===== config.mk =====
export PLATFORM = sky130hd
export DESIGN_NAME = dht11_controller
export DESIGN_NICKNAME = d
export VERILOG_FILES = /design/src/rtl/dht11_pkg.sv /design/src/rtl/dht11_controller_us_timer.sv /design/src/rtl/dht11_controller.sv
export SDC_FILE = /design/constraint.sdc
export NUM_CORES = 1
export LEC_CHECK = 0
export CORE_MARGIN = 5
export CORE_UTILIZATION = 45
export CTS_BUF_LIST = sky130_fd_sc_hd__clkbuf_4 sky130_fd_sc_hd__clkbuf_8
export DETAILED_ROUTE_END_ITERATION = 8
export PLACE_DENSITY = 0.71
export RECOVER_POWER = 25
export REMOVE_ABC_BUFFERS = 1
export SLEW_MARGIN = 20
export SYNTH_ARGS = -nofsm -noshare
export SYNTH_HDL_FRONTEND = slang
export SYNTH_SLANG_ARGS = --single-unit

===== constraint.sdc =====
create_clock -name clk -period 10.9 [get_ports clk]
set_input_delay 1.09 -clock clk [delete_from_list [all_inputs] [get_ports clk]]
set_output_delay 1.09 -clock clk [all_outputs]
set_load 0.005 [all_outputs]

===== src/rtl/dht11_pkg.sv =====
// +----------------------------------------------------------------------+
// | dht11_pkg                                                            |
// | Shared states, timing defaults and frame helpers for the DHT11 host. |
// | Revision: 1.0                                                        |
// +----------------------------------------------------------------------+
`default_nettype none

package dht11_pkg;

  localparam int c_start_low_us    = 18000;
  localparam int c_release_us      = 30;
  localparam int c_resp_timeout_us = 100;
  localparam int c_bit_thresh_us   = 50;
  localparam int c_holdoff_us      = 1000000;
  localparam int c_frame_bits      = 40;
  localparam int c_us_w            = 20;

  typedef enum logic [3:0] {
    ST_IDLE      = 4'd0,
    ST_START_LOW = 4'd1,
    ST_RELEASE   = 4'd2,
    ST_RESP_LOW  = 4'd3,
    ST_RESP_HIGH = 4'd4,
    ST_BIT_LOW   = 4'd5,
    ST_BIT_HIGH  = 4'd6,
    ST_CHECK     = 4'd7,
    ST_HOLDOFF   = 4'd8
  } state_t;

  // Byte 0 of the frame is the modulo-256 sum of the four data bytes.
  function automatic logic [7:0] frame_sum(input logic [c_frame_bits-1:0] f);
    return f[39:32] + f[31:24] + f[23:16] + f[15:8];
  endfunction

endpackage

`default_nettype wire


===== src/rtl/dht11_controller_us_timer.sv =====
// +----------------------------------------------------------------------+
// | us_timer                                                             |
// | Free-running microsecond prescaler plus clearable microsecond count. |
// | Revision: 1.0                                                        |
// +----------------------------------------------------------------------+
`default_nettype none

module us_timer #(
  parameter int CLKS_PER_US = 50,
  parameter int US_W        = 20
) (
  input  logic            clk,
  input  logic            rst,
  input  logic            clr,
  output logic            us_tick,
  output logic [US_W-1:0] us_count
);

  localparam int              c_pw      = (CLKS_PER_US > 1) ? $clog2(CLKS_PER_US) : 1;
  localparam logic [c_pw-1:0] c_pre_max = c_pw'(CLKS_PER_US - 1);

  logic [c_pw-1:0] r_pre;
  logic [US_W-1:0] r_cnt;

  assign us_tick = (r_pre == c_pre_max);

  // The clear cycle already reads as zero so the new state never sees a stale count.
  assign us_count = clr ? '0 : r_cnt;

  always_ff @(posedge clk or negedge rst) begin
    if (!rst) begin
      r_pre <= '0;
      r_cnt <= '0;
    end else begin
      r_pre <= us_tick ? '0 : r_pre + 1'b1;
      if (clr)
        r_cnt <= us_tick ? US_W'(1) : '0;
      else if (us_tick)
        r_cnt <= r_cnt + 1'b1;
    end
  end

endmodule

`default_nettype wire


===== src/rtl/dht11_controller.sv =====
// +----------------------------------------------------------------------+
// | dht11_controller                                                     |
// | Single-wire DHT11 host: start pulse, handshake, 40-bit capture, sum. |
// | Revision: 1.0                                                        |
// +----------------------------------------------------------------------+
`default_nettype none

module dht11_controller
  import dht11_pkg::*;
#(
  parameter int CLKS_PER_US     = 50,
  parameter int START_LOW_US    = c_start_low_us,
  parameter int RELEASE_US      = c_release_us,
  parameter int RESP_TIMEOUT_US = c_resp_timeout_us,
  parameter int BIT_THRESH_US   = c_bit_thresh_us,
  parameter int HOLDOFF_US      = c_holdoff_us
) (
  input  logic       clk,
  input  logic       rst,
  input  logic       start,
  input  logic       auto_en,
  input  logic       dht_in,
  output logic       dht_oe,
  output logic       busy,
  output logic       valid,
  output logic [7:0] hum_int,
  output logic [7:0] hum_dec,
  output logic [7:0] temp_int,
  output logic [7:0] temp_dec,
  output logic       chk_err,
  output logic       tmo_err
);

  localparam logic [c_us_w-1:0] c_start_last   = c_us_w'(START_LOW_US - 1);
  localparam logic [c_us_w-1:0] c_release      = c_us_w'(RELEASE_US);
  localparam logic [c_us_w-1:0] c_tmo_last     = c_us_w'(RESP_TIMEOUT_US - 1);
  localparam logic [c_us_w-1:0] c_thresh       = c_us_w'(BIT_THRESH_US);
  localparam logic [c_us_w-1:0] c_holdoff_last = c_us_w'(HOLDOFF_US - 1);
  localparam logic [5:0]        c_last_bit     = 6'(c_frame_bits - 1);

  state_t                  r_state;
  logic                    r_sync1, r_sync2, r_sync3;
  logic                    r_clr, r_oe, r_busy, r_valid, r_chk_err, r_tmo_err;
  logic [5:0]              r_bit_cnt;
  logic [c_frame_bits-1:0] r_shift;
  logic [7:0]              r_hum_int, r_hum_dec, r_temp_int, r_temp_dec;
  logic                    w_tick, w_rise, w_fall, w_tmo;
  logic [c_us_w-1:0]       w_us;

  us_timer #(
    .CLKS_PER_US (CLKS_PER_US),
    .US_W        (c_us_w)
  ) u_us_timer (
    .clk      (clk),
    .rst      (rst),
    .clr      (r_clr),
    .us_tick  (w_tick),
    .us_count (w_us)
  );

  assign w_rise = r_sync2 & ~r_sync3;
  assign w_fall = ~r_sync2 & r_sync3;
  assign w_tmo  = w_tick && (w_us == c_tmo_last);

  always_ff @(posedge clk or negedge rst) begin
    if (!rst) begin
      r_sync1 <= 1'b1;
      r_sync2 <= 1'b1;
      r_sync3 <= 1'b1;
    end else begin
      r_sync1 <= dht_in;
      r_sync2 <= r_sync1;
      r_sync3 <= r_sync2;
    end
  end

  always_ff @(posedge clk or negedge rst) begin
    if (!rst) begin
      r_state    <= ST_IDLE;
      r_clr      <= 1'b0;
      r_oe       <= 1'b0;
      r_busy     <= 1'b0;
      r_valid    <= 1'b0;
      r_chk_err  <= 1'b0;
      r_tmo_err  <= 1'b0;
      r_bit_cnt  <= '0;
      r_shift    <= '0;
      r_hum_int  <= '0;
      r_hum_dec  <= '0;
      r_temp_int <= '0;
      r_temp_dec <= '0;
    end else begin
      r_clr   <= 1'b0;
      r_valid <= 1'b0;
      case (r_state)
        ST_IDLE: if (start || auto_en) begin
          r_state   <= ST_START_LOW;
          r_clr     <= 1'b1;
          r_oe      <= 1'b1;
          r_busy    <= 1'b1;
          r_chk_err <= 1'b0;
          r_tmo_err <= 1'b0;
        end
        ST_START_LOW: if (w_tick && (w_us == c_start_last)) begin
          r_state <= ST_RELEASE;
          r_clr   <= 1'b1;
          r_oe    <= 1'b0;
        end
        ST_RELEASE: begin
          if ((w_us >= c_release) && !r_sync2) begin
            r_state <= ST_RESP_LOW;
            r_clr   <= 1'b1;
          end else if (w_tmo) begin
            r_state   <= ST_HOLDOFF;
            r_clr     <= 1'b1;
            r_tmo_err <= 1'b1;
          end
        end
        ST_RESP_LOW, ST_RESP_HIGH, ST_BIT_LOW, ST_BIT_HIGH: begin
          if ((r_state == ST_RESP_LOW) && w_rise) begin
            r_state <= ST_RESP_HIGH;
            r_clr   <= 1'b1;
          end else if ((r_state == ST_RESP_HIGH) && w_fall) begin
            r_state   <= ST_BIT_LOW;
            r_clr     <= 1'b1;
            r_bit_cnt <= '0;
          end else if ((r_state == ST_BIT_LOW) && w_rise) begin
            r_state <= ST_BIT_HIGH;
            r_clr   <= 1'b1;
          end else if ((r_state == ST_BIT_HIGH) && w_fall) begin
            // High-phase length decides the bit; the final fall ends the frame.
            r_shift <= {r_shift[c_frame_bits-2:0], (w_us > c_thresh)};
            r_clr   <= 1'b1;
            if (r_bit_cnt == c_last_bit) begin
              r_state <= ST_CHECK;
            end else begin
              r_state   <= ST_BIT_LOW;
              r_bit_cnt <= r_bit_cnt + 1'b1;
            end
          end else if (w_tmo) begin
            r_state   <= ST_HOLDOFF;
            r_clr     <= 1'b1;
            r_tmo_err <= 1'b1;
          end
        end
        ST_CHECK: begin
          r_state <= ST_HOLDOFF;
          r_clr   <= 1'b1;
          if (frame_sum(r_shift) == r_shift[7:0]) begin
            r_hum_int  <= r_shift[39:32];
            r_hum_dec  <= r_shift[31:24];
            r_temp_int <= r_shift[23:16];
            r_temp_dec <= r_shift[15:8];
            r_valid    <= 1'b1;
          end else begin
            r_chk_err <= 1'b1;
          end
        end
        ST_HOLDOFF: if (w_tick && (w_us == c_holdoff_last)) begin
          r_state <= ST_IDLE;
          r_clr   <= 1'b1;
          r_busy  <= 1'b0;
        end
        default: begin
          r_state <= ST_IDLE;
          r_oe    <= 1'b0;
          r_busy  <= 1'b0;
        end
      endcase
    end
  end

  assign dht_oe   = r_oe;
  assign busy     = r_busy;
  assign valid    = r_valid;
  assign hum_int  = r_hum_int;
  assign hum_dec  = r_hum_dec;
  assign temp_int = r_temp_int;
  assign temp_dec = r_temp_dec;
  assign chk_err  = r_chk_err;
  assign tmo_err  = r_tmo_err;

endmodule

`default_nettype wire


# Yosys cells after proc, flatten, opt, wreduce, memory -nomap -nowiden
# Index checks and enable logic that the tools add are counted.
[totals] regBits=117 inputBits=5 output_inout_bits=37 elab_cells=133
[op_classes] n_addsub=6 n_lt_le_gt_ge=2 eq_ne=25 muxes=47 n_bitwise=9 n_reduce_logical=26
[ops] op="2-to-1 mux 20 bit" count=3
[ops] op="2-to-1 mux 4 bit" count=9
[ops] op="2-to-1 mux 6 bit" count=5
[ops] op="adder 8 bit" count=3
[ops] op="case mux 4 bit (6 select lines)" count=1
[ops] op="2-to-1 mux 1 bit" count=23
[ops] op="!= test 2 bit, second input constant" count=11
[ops] op="adder 20 x 1 -> 20 bit, second input constant" count=1
[ops] op="equality test 20 x 15 -> 1 bit, second input constant" count=1
[ops] op="equality test 20 bit, second input constant" count=1
[ops] op="equality test 20 x 7 -> 1 bit, second input constant" count=1
[ops] op=">= comparator 20 x 5 -> 1 bit, second input constant" count=1
[ops] op="greater-than comparator 20 x 6 -> 1 bit, second input constant" count=1
[ops] op="equality test 4 x 3 -> 1 bit, second input constant" count=4
[ops] op="OR reduction 7 bit" count=2
[ops] op="adder 6 x 1 -> 6 bit, second input constant" count=2
[ops] op="equality test 6 bit, second input constant" count=2
[ops] op="AND reduction 3 bit" count=4
[ops] op="AND reduction 5 bit" count=2
[ops] op="case mux 1 bit (3 select lines)" count=3
[ops] op="equality test 4 x 2 -> 1 bit, second input constant" count=2
[ops] op="equality test 8 bit" count=1
[ops] op="logical AND 1 bit" count=8
[ops] op="inverter 1 bit" count=7
[ops] op="other kinds (14)" count=17

# Longest topological paths before layout
# Gate-level depths: netlist of the first run.
[depth] depth_word=9 ltp_mapped=14 depth_no_buf=12

# Cells and area by module
# A second synthesis of the first run with hierarchy kept.
[hier_totals] cells_unflattened=515 hier_area_um2=5982.0
[by_module_without_submodules] mod="dht11_controller" n_inst=1 cells_per_inst=362 area_each_um2=4521.8 seq_area_each_um2=2280.9
[by_module_without_submodules] mod="us_timer" n_inst=1 cells_per_inst=153 area_each_um2=1460.2 seq_area_each_um2=650.6

# Least setup slack after synthesis of the first run
# No wires, ideal clock.
[synth_timing] path_kind="reg-to-reg" from="reg r_shift[9]" to="reg r_hum_dec[0] (netlist: hum_dec[0])" setup_time_ns=0.125 arrival_ns=3.419 t_required_ns=10.775 path_slack_ns=7.356 path_stages_with_launch=14 path_buffers=2 period_less_slack_ns=3.544 cell_sequence="dfrtp_1 -> fa_1 -> inv_1 -> fa_1 -> inv_1 -> ha_1 -> fa_1 -> xor2_1 -> nor4_1 -> and3_1 -> and4_1 -> buf_6 -> buf_12 -> mux2_4"
[synth_between] elab_chain_cells=3
[synth_lines] element="start, declared" line_no="dht11_controller.sv:45" source="logic [c_frame_bits-1:0] r_shift;"
[synth_lines] element="start signal, assigned" line_no="dht11_controller.sv:132" source="r_shift <= {r_shift[c_frame_bits-2:0], (w_us > c_thresh)};"
[synth_lines] element="adder 8 bit" line_no="dht11_pkg.sv:32" source="return f[39:32] + f[31:24] + f[23:16] + f[15:8];"
[synth_lines] element="equality test 8 bit" line_no="dht11_controller.sv:149" source="if (frame_sum(r_shift) == r_shift[7:0]) begin"
[synth_lines] element="AND reduction 2 bit (no line)"
[synth_lines] element="end signal, assigned" line_no="dht11_controller.sv:151" source="r_hum_dec <= r_shift[31:24];"
[synth_lines] element="end, declared" line_no="dht11_controller.sv:46" source="logic [7:0] r_hum_int, r_hum_dec, r_temp_int, r_temp_dec;"
# No other way between the ends.
# A chain may end at the register's enable or synchronous reset.

==> flow_metrics.tcl, run 1 <==
set metrics [dict create \
    wl_um 11200 \
    async_flop_share_pct 100 \
    r2r-end "temp_int[4]" \
    grt-ovfl-total 0 \
    synthXorXnorAreaFrac_pct 5.79 \
    finalSetupTns_ns 0 \
    vias 3806 \
    leakage_nw 3.12 \
    r2r_slack_ns 6.89 \
    muxShareOfSynthArea_pct 14.6 \
    htree_levels 4 \
    dieHeight_um 125 \
    hold_path_class "reg -> reg" \
    use_met3_pct 3.52 \
    slowest_stage "clkbuf_1" \
    drv_slew 120 \
    nets 560 \
    cts_tree "built" \
    antenna_found_initial 0 \
    cp.arrival_ns 5.51 \
    cts-resized-gates 0 \
    dpl.hpwl_um 7700 \
    ys_types 55 \
    synth_edf_count 0 \
    crit_cells 2 \
    pin_count 42 \
    viasPerCell 5.32 \
    ys_warn_count 0 \
    num_rows 41 \
    ys_seq_area_share_pct 49.7 \
    yosys-top-cells-area "dfrtp_1 (48%), mux2_4 (7.4%), mux2_2 (7.1%), fa_1 (4.7%), xor2_1 (3.1%)" \
    worstSetupEndpointType "asynchronous set/reset pin" \
    met1_usage_pct 20.0 \
    period_share_pct 55.2 \
    fin_crit_ns 6.02 \
    ir_drop_uv 80.4 \
    hold_path_end "r_sync2" \
    critPathKind "in -> async" \
    cts_hold_buf 0 \
    tightest_slew_ns 4.49 \
    start_util_pct 46.4 \
    grt_busiest_layer "met2" \
    ys_ff_latch 117 \
    failed_checks "capacitance limit, slew limit" \
    layout-drive-gt1-share_pct 20.1 \
    cp_common_cell "clkbuf_1" \
    avgSynthCellArea_sq_um 12.0 \
    drv_cap 2 \
    netlist.area_leader.share_pct 48.3 \
    place.gp.congestion 0.836 \
    synth_cells 490 \
    clk_latency_ns 0.44 \
    drc_errors 0 \
    postCtsSetupBuffers 0 \
    status "finished, violations left" \
    first_global_vias 4074 \
    holdPathStages 0 \
    fmax_mhz 166 \
    clk_pin_slew_ns 0.07 \
    initialDrtViolationCount 307 \
    first_pass_iters 4 \
    fp.coreArea_sq_um 12700 \
    die_w_um 125 \
    path_delay_family "buffers and inverters" \
    grt_pass1_wl_um 19700 \
    wl_per_cell_um 15.6 \
    yosys_most_used_dff "dfrtp_1" \
    synth_top_family_by_area "multiplexers" \
    grt_max_degree 90 \
    dieArea_sq_um 15500 \
    holdWs_ns 0.364 \
    area_delta_synth_final_pct 14.4 \
    worst_path_largest_cell_delay_ns 3.23 \
    grtUsageMet2_pct 24.2 \
    power_mw 0.979 \
    cts-root-buf "clkbuf_8" \
    clock_path_buffers 2 \
    portBuffers 41 \
    numCtsBuffers 17 \
    crit_chain "clkbuf_1, clkbuf_1" \
    antenna_left 0 \
    cp-start-kind "primary input" \
    fin_util_pct 53.0 \
    grtUsageTotal_pct 15.3 \
    powerDensity_nw_per_um2 145 \
    required_ns 10.40 \
    crit_buf_inv 2 \
    multi_input_area_sq_um 2770 \
    min-delay-start "r_sync1" \
    fillerInstances 1125 \
    cts_num_sinks 117 \
    worst-r2r-cell-count 11 \
    rsz0062_at_grt "false" \
    r2r-start "r_shift[9]" \
    synthSimpleGateAreaFrac_pct 13.3 \
    insertedDiodeCount 0 \
    synth_area_leader_cell "dfrtp_1" \
    area.sequential_sq_um 2930 \
    syn_area_sq_um 5900 \
    setup_viol 0 \
    maxSlewHeadroom_pct -199 \
    synth_compound_area_share_pct 6.04 \
    hold_viol 0 \
    skew_ns 0.0114 \
    cp_max_fo 89 \
    synthAdderAreaFrac_pct 7.08 \
]
synth_stat cells, drive strengths merged (3+ instances only):
cell type	instances
inv	17
xor2	21
a21oi	15
dfstp	3
nand2b	5
or4	3
buf	9
and2	3
or3	3
nor4	8
dfrtp	114
a211oi	3
fa	14
nand4	8
mux2	66
clkbuf	12
nand2	33
a21o	4
ha	11
nor2	33
and3	4
nor3	10
and4	7
xnor2	18
o21ai	20
nand3	19
cell families (layout without fill, tap and decap cells):
group	Yosys count	count (layout)
and+or+nand+nor	147	147
muxes	67	67
AOI/OAI and AO/OA	57	57
buffers and inverters	38	91
DFF	117	117
adders and majority gates	25	25
xor gates and xnor gates	39	39
worst max-delay path by stage:
stage,start,to,slack [ns]
floorplan,r_shift[9],temp_int[4],6.44
global placement,r_shift[9],temp_int[5],6.62
detailed placement,r_shift[9],temp_int[4],6.52
CTS,r_shift[9],temp_int[4],6.52
global route,rst,r_shift[7],3.50
finish,rst,temp_dec[4],4.88
cells in the final DEF, fill, tap and decap left out, types with 3 or more instances in the layout:
cell	synthesis	layout
xor2_1	21	21
nand3_1	19	19
clkinvlp_4	0	4
fa_1	14	14
ha_1	11	11
mux2_2	37	37
a21oi_1	15	15
a21o_1	4	4
inv_1	17	17
nand2_1	32	32
o21ai_0	18	18
and4_1	6	5
nand2b_1	5	5
nand4_1	8	8
xnor2_1	18	18
clkinv_2	0	6
mux2_4	29	29
nor2_1	33	33
clkbuf_8	0	18
and3_1	4	4
nor4_1	8	8
or3_1	3	3
clkdlybuf4s50_1	0	39
nor3_1	9	9
dfrtp_1	114	114
metal layers:
layer  share of wire [%]  vias to the layer above
met2                  49                       54
met1                  45                     1926
met5                   0                        -
met4                 2.3                        0
li1                    -                     1805
met3                 3.3                       21
final cells by class:
class | instances | area share, %
Timing Repair Buffer | 42 | 6.04
Tap cell | 172 | 3.19
Multi-Input combinational cell | 335 | 41.0
Clock buffer | 19 | 3.78
Clock inverter | 13 | 1.59
Sequential cell | 117 | 43.4
Inverter | 17 | 0.946
power by group:
part	switching [mW]	internal (mW)	leakage [nW]
registers	0.0393	0.450	1.59
clock network	0.182	0.187	0.181
logic	0.0677	0.0530	1.35
sequential cells by signal, indices dropped and copies added (netlist names):
signal,cells
chk_err,1
r_shift,40
temp_dec,8
u_us_timer.r_pre,6
dht_oe,1
r_sync3,1
r_state,4
hum_int,8
temp_int,8
valid,1
r_sync1,1
u_us_timer.r_cnt,20
r_bit_cnt,6
tmo_err,1
hum_dec,8
busy,1
r_clr,1
r_sync2,1
stage by stage:
step | instance area, sq um | worst slack (ns) | cells
6_report | 6750 | 4.88 | 715
5_1_grt | 6750 | 3.50 | 715
4_1_cts | 6750 | 6.52 | 715
3_5_place_dp | 6390 | 6.52 | 683
3_3_place_gp | 6390 | 6.62 | 683
2_1_floorplan | 5760 | 6.44 | 469
Power figures use the tool's default switching activity.
==> run 2: changes to the inputs <==
--- a/config.mk
+++ b/config.mk
@@ -9,7 +9,7 @@
 export CORE_UTILIZATION = 45
 export CTS_BUF_LIST = sky130_fd_sc_hd__clkbuf_4 sky130_fd_sc_hd__clkbuf_8
 export DETAILED_ROUTE_END_ITERATION = 8
-export PLACE_DENSITY = 0.71
+export PLACE_DENSITY = 0.73
 export RECOVER_POWER = 25
 export REMOVE_ABC_BUFFERS = 1
 export SLEW_MARGIN = 20
==> constraint.sdc (replaced) <==
create_clock -name clk -period 4.9 [get_ports clk]
set_input_delay 0.49 -clock clk [delete_from_list [all_inputs] [get_ports clk]]
set_output_delay 0.49 -clock clk [all_outputs]
set_load 0.005 [all_outputs]
==> flow_metrics.tcl, run 2 (same netlist as run 1, synthesis figures left out) <==
set metrics [dict create \
    status "finished, violations left" \
    failed_checks "capacitance limit, slew limit" \
    placed_cell_area_sq_um 6400 \
    final_cell_mix "dfrtp_1 (114), clkdlybuf4s50_1 (39), mux2_2 (37), nor2_1 (33), nand2_1 (32)" \
    wl_per_cell_um 15.5 \
    grt_pass1_wl_um 19400 \
    cp_common_cell "fa_1" \
    fmax_mhz 241 \
    insertedDiodeCount 0 \
    powerDensity_nw_per_um2 330 \
    cts_num_sinks 117 \
    grtUsageTotal_pct 15.1 \
    wl_um 11100 \
    hold_path_class "reg -> reg" \
    required_ns 5.23 \
    placed_cells 684 \
    fp.coreArea_sq_um 12700 \
    cp.arrival_ns 4.49 \
    slowest_stage "fa_1" \
    leakage_nw 3.15 \
    top_register "r_shift" \
    rsz0062_at_grt "false" \
    maxSlewHeadroom_pct -144 \
    drv_cap 1 \
    pin_count 42 \
    pwr-share-comb_pct 12.1 \
    clock_path_buffers 2 \
    grt_max_degree 70 \
    critPathKind "reg -> reg" \
    final_common_cell "dfrtp_1" \
    cts_hold_buf 0 \
    start_util_pct 46.4 \
    first_pass_iters 4 \
    grt-ovfl-total 0 \
    hold_viol 0 \
    postCtsSetupBuffers 0 \
    p_clk_share_pct 39.5 \
    viasPerCell 5.33 \
    vias 3813 \
    worstSetupEndpointType "register" \
    antenna_found_initial 0 \
    cts_tree "built" \
    clk_pin_slew_ns 0.08 \
    cp-start-kind "register" \
    die_w_um 125 \
    cts-root-buf "clkbuf_8" \
    net-switching-power_mw 0.651 \
    tightest_slew_ns 3.66 \
    finalSetupTns_ns 0 \
    num_rows 41 \
    cts-resized-gates 0 \
    fin_util_pct 53.5 \
    numCtsBuffers 17 \
    instances_no_fill 716 \
    fin_crit_ns 4.16 \
    dpl.hpwl_um 7600 \
    largest_reg_flops 40 \
    initialDrtViolationCount 246 \
    dieArea_sq_um 15500 \
    dieHeight_um 125 \
    stdcell_area_sq_um 6800 \
    nets 561 \
    antenna_left 0 \
    period_share_pct 84.9 \
    first_global_vias 4032 \
    drc_errors 0 \
    area_delta_synth_final_pct 15.2 \
    power_frac_seq_pct 48.4 \
    worst_path_largest_cell_delay_ns 0.56 \
    p_int_mw 1.60 \
    path_delay_family "adder cells" \
    top_regs "r_shift: 40 flops, u_us_timer.r_cnt: 20 flops" \
    switching_share_pct 29.0 \
    crit_chain "fa_1, inv_1, fa_1, inv_1, ha_1, fa_1, xor2_1, nor4_1, and3_1, and4_2, buf_4, mux2_2" \
    layout-drive-gt1-share_pct 20.6 \
    place_ws_ns 0.807 \
    place.gp.congestion 0.818 \
    htree_levels 4 \
    portBuffers 41 \
    setup_viol 0 \
    clk_latency_ns 0.44 \
    crit_buf_inv 3 \
    worst_slack_ns 0.742 \
    drv_slew 70 \
    skew_ns 0.00987 \
    ir_drop_uv 164 \
    cp_max_fo 33 \
]
## run 2: changes by cell type in the layout (fill, tap and decap cells not counted), moves of 2 or more
cell and delta:
clkinvlp_4 -2, clkinv_2 -5, buf_4 +2, clkinv_4 +6
## run 2: layout make-up
cell class,count,area (sq um)
fill,1105,5920
sequential,117,2930
multi-input combinational,335,2770
timing repair buffer,43,419
clock buffer,19,255
tap,172,215
clock inverter,13,150
inverter,17,63.8
## run 2: stage by stage
stage	hold WS, ns	total power [mW]
finish	0.363	2.25
global route	0.369	2.35
global placement	0.347	1.37
detailed placement	0.351	1.38
CTS	0.177	2.27
floorplan	0.194	1.27
## run 2: layer usage
| layer | part of all wire [%] | up-vias | track usage, % | wire [um] |
|---|---|---|---|---|
| li1 | - | 1806 | - | - |
| met3 | 4.1 | 16 | 4.55 | 455 |
| met5 | 0 | - | 0 | 0 |
| met2 | 48 | 81 | 23.7 | 5340 |
| met4 | 1.6 | 0 | 6.06 | 180 |
| met1 | 46 | 1910 | 19.7 | 5100 |
## run 2: path summary, 6_finish.rpt
path | startpoint | to | slack (ns) | cells past startpoint
setup reg to reg | r_shift[9] | temp_int[5] | 0.74 | 12
hold / removal | r_sync1 | r_sync2 | 0.36 | 0
min in group asynchronous | rst | u_us_timer.r_cnt[11] | 1.30 | 1
setup / recovery | r_shift[9] | temp_int[5] | 0.74 | 12
hold reg to reg | r_sync1 | r_sync2 | 0.36 | 0
max in group asynchronous | rst | hum_dec[5] | 1.52 | 2
## run 2: worst reg2reg max path, delay by kind of cell (launching register included)
| family | cells | cell delay, ns |
|---|---|---|
| fa+ha+maj | 4 | 1.72 |
| xor+xnor | 1 | 0.17 |
| mux | 1 | 0.43 |
| flops | 1 | 0.43 |
| simple gates | 3 | 0.71 |
| buf+inv | 3 | 0.57 |
## run 2: power by group through the flow
stage          Sequential (mW)  Clock [mW]  Combinational [mW]
2_1_floorplan             1.08           0               0.192
4_1_cts                   1.09       0.912               0.274
6_report                  1.09       0.887               0.272
3_3_place_gp              1.10           0               0.265
3_5_place_dp              1.10           0               0.273
5_1_grt                   1.10       0.956               0.302
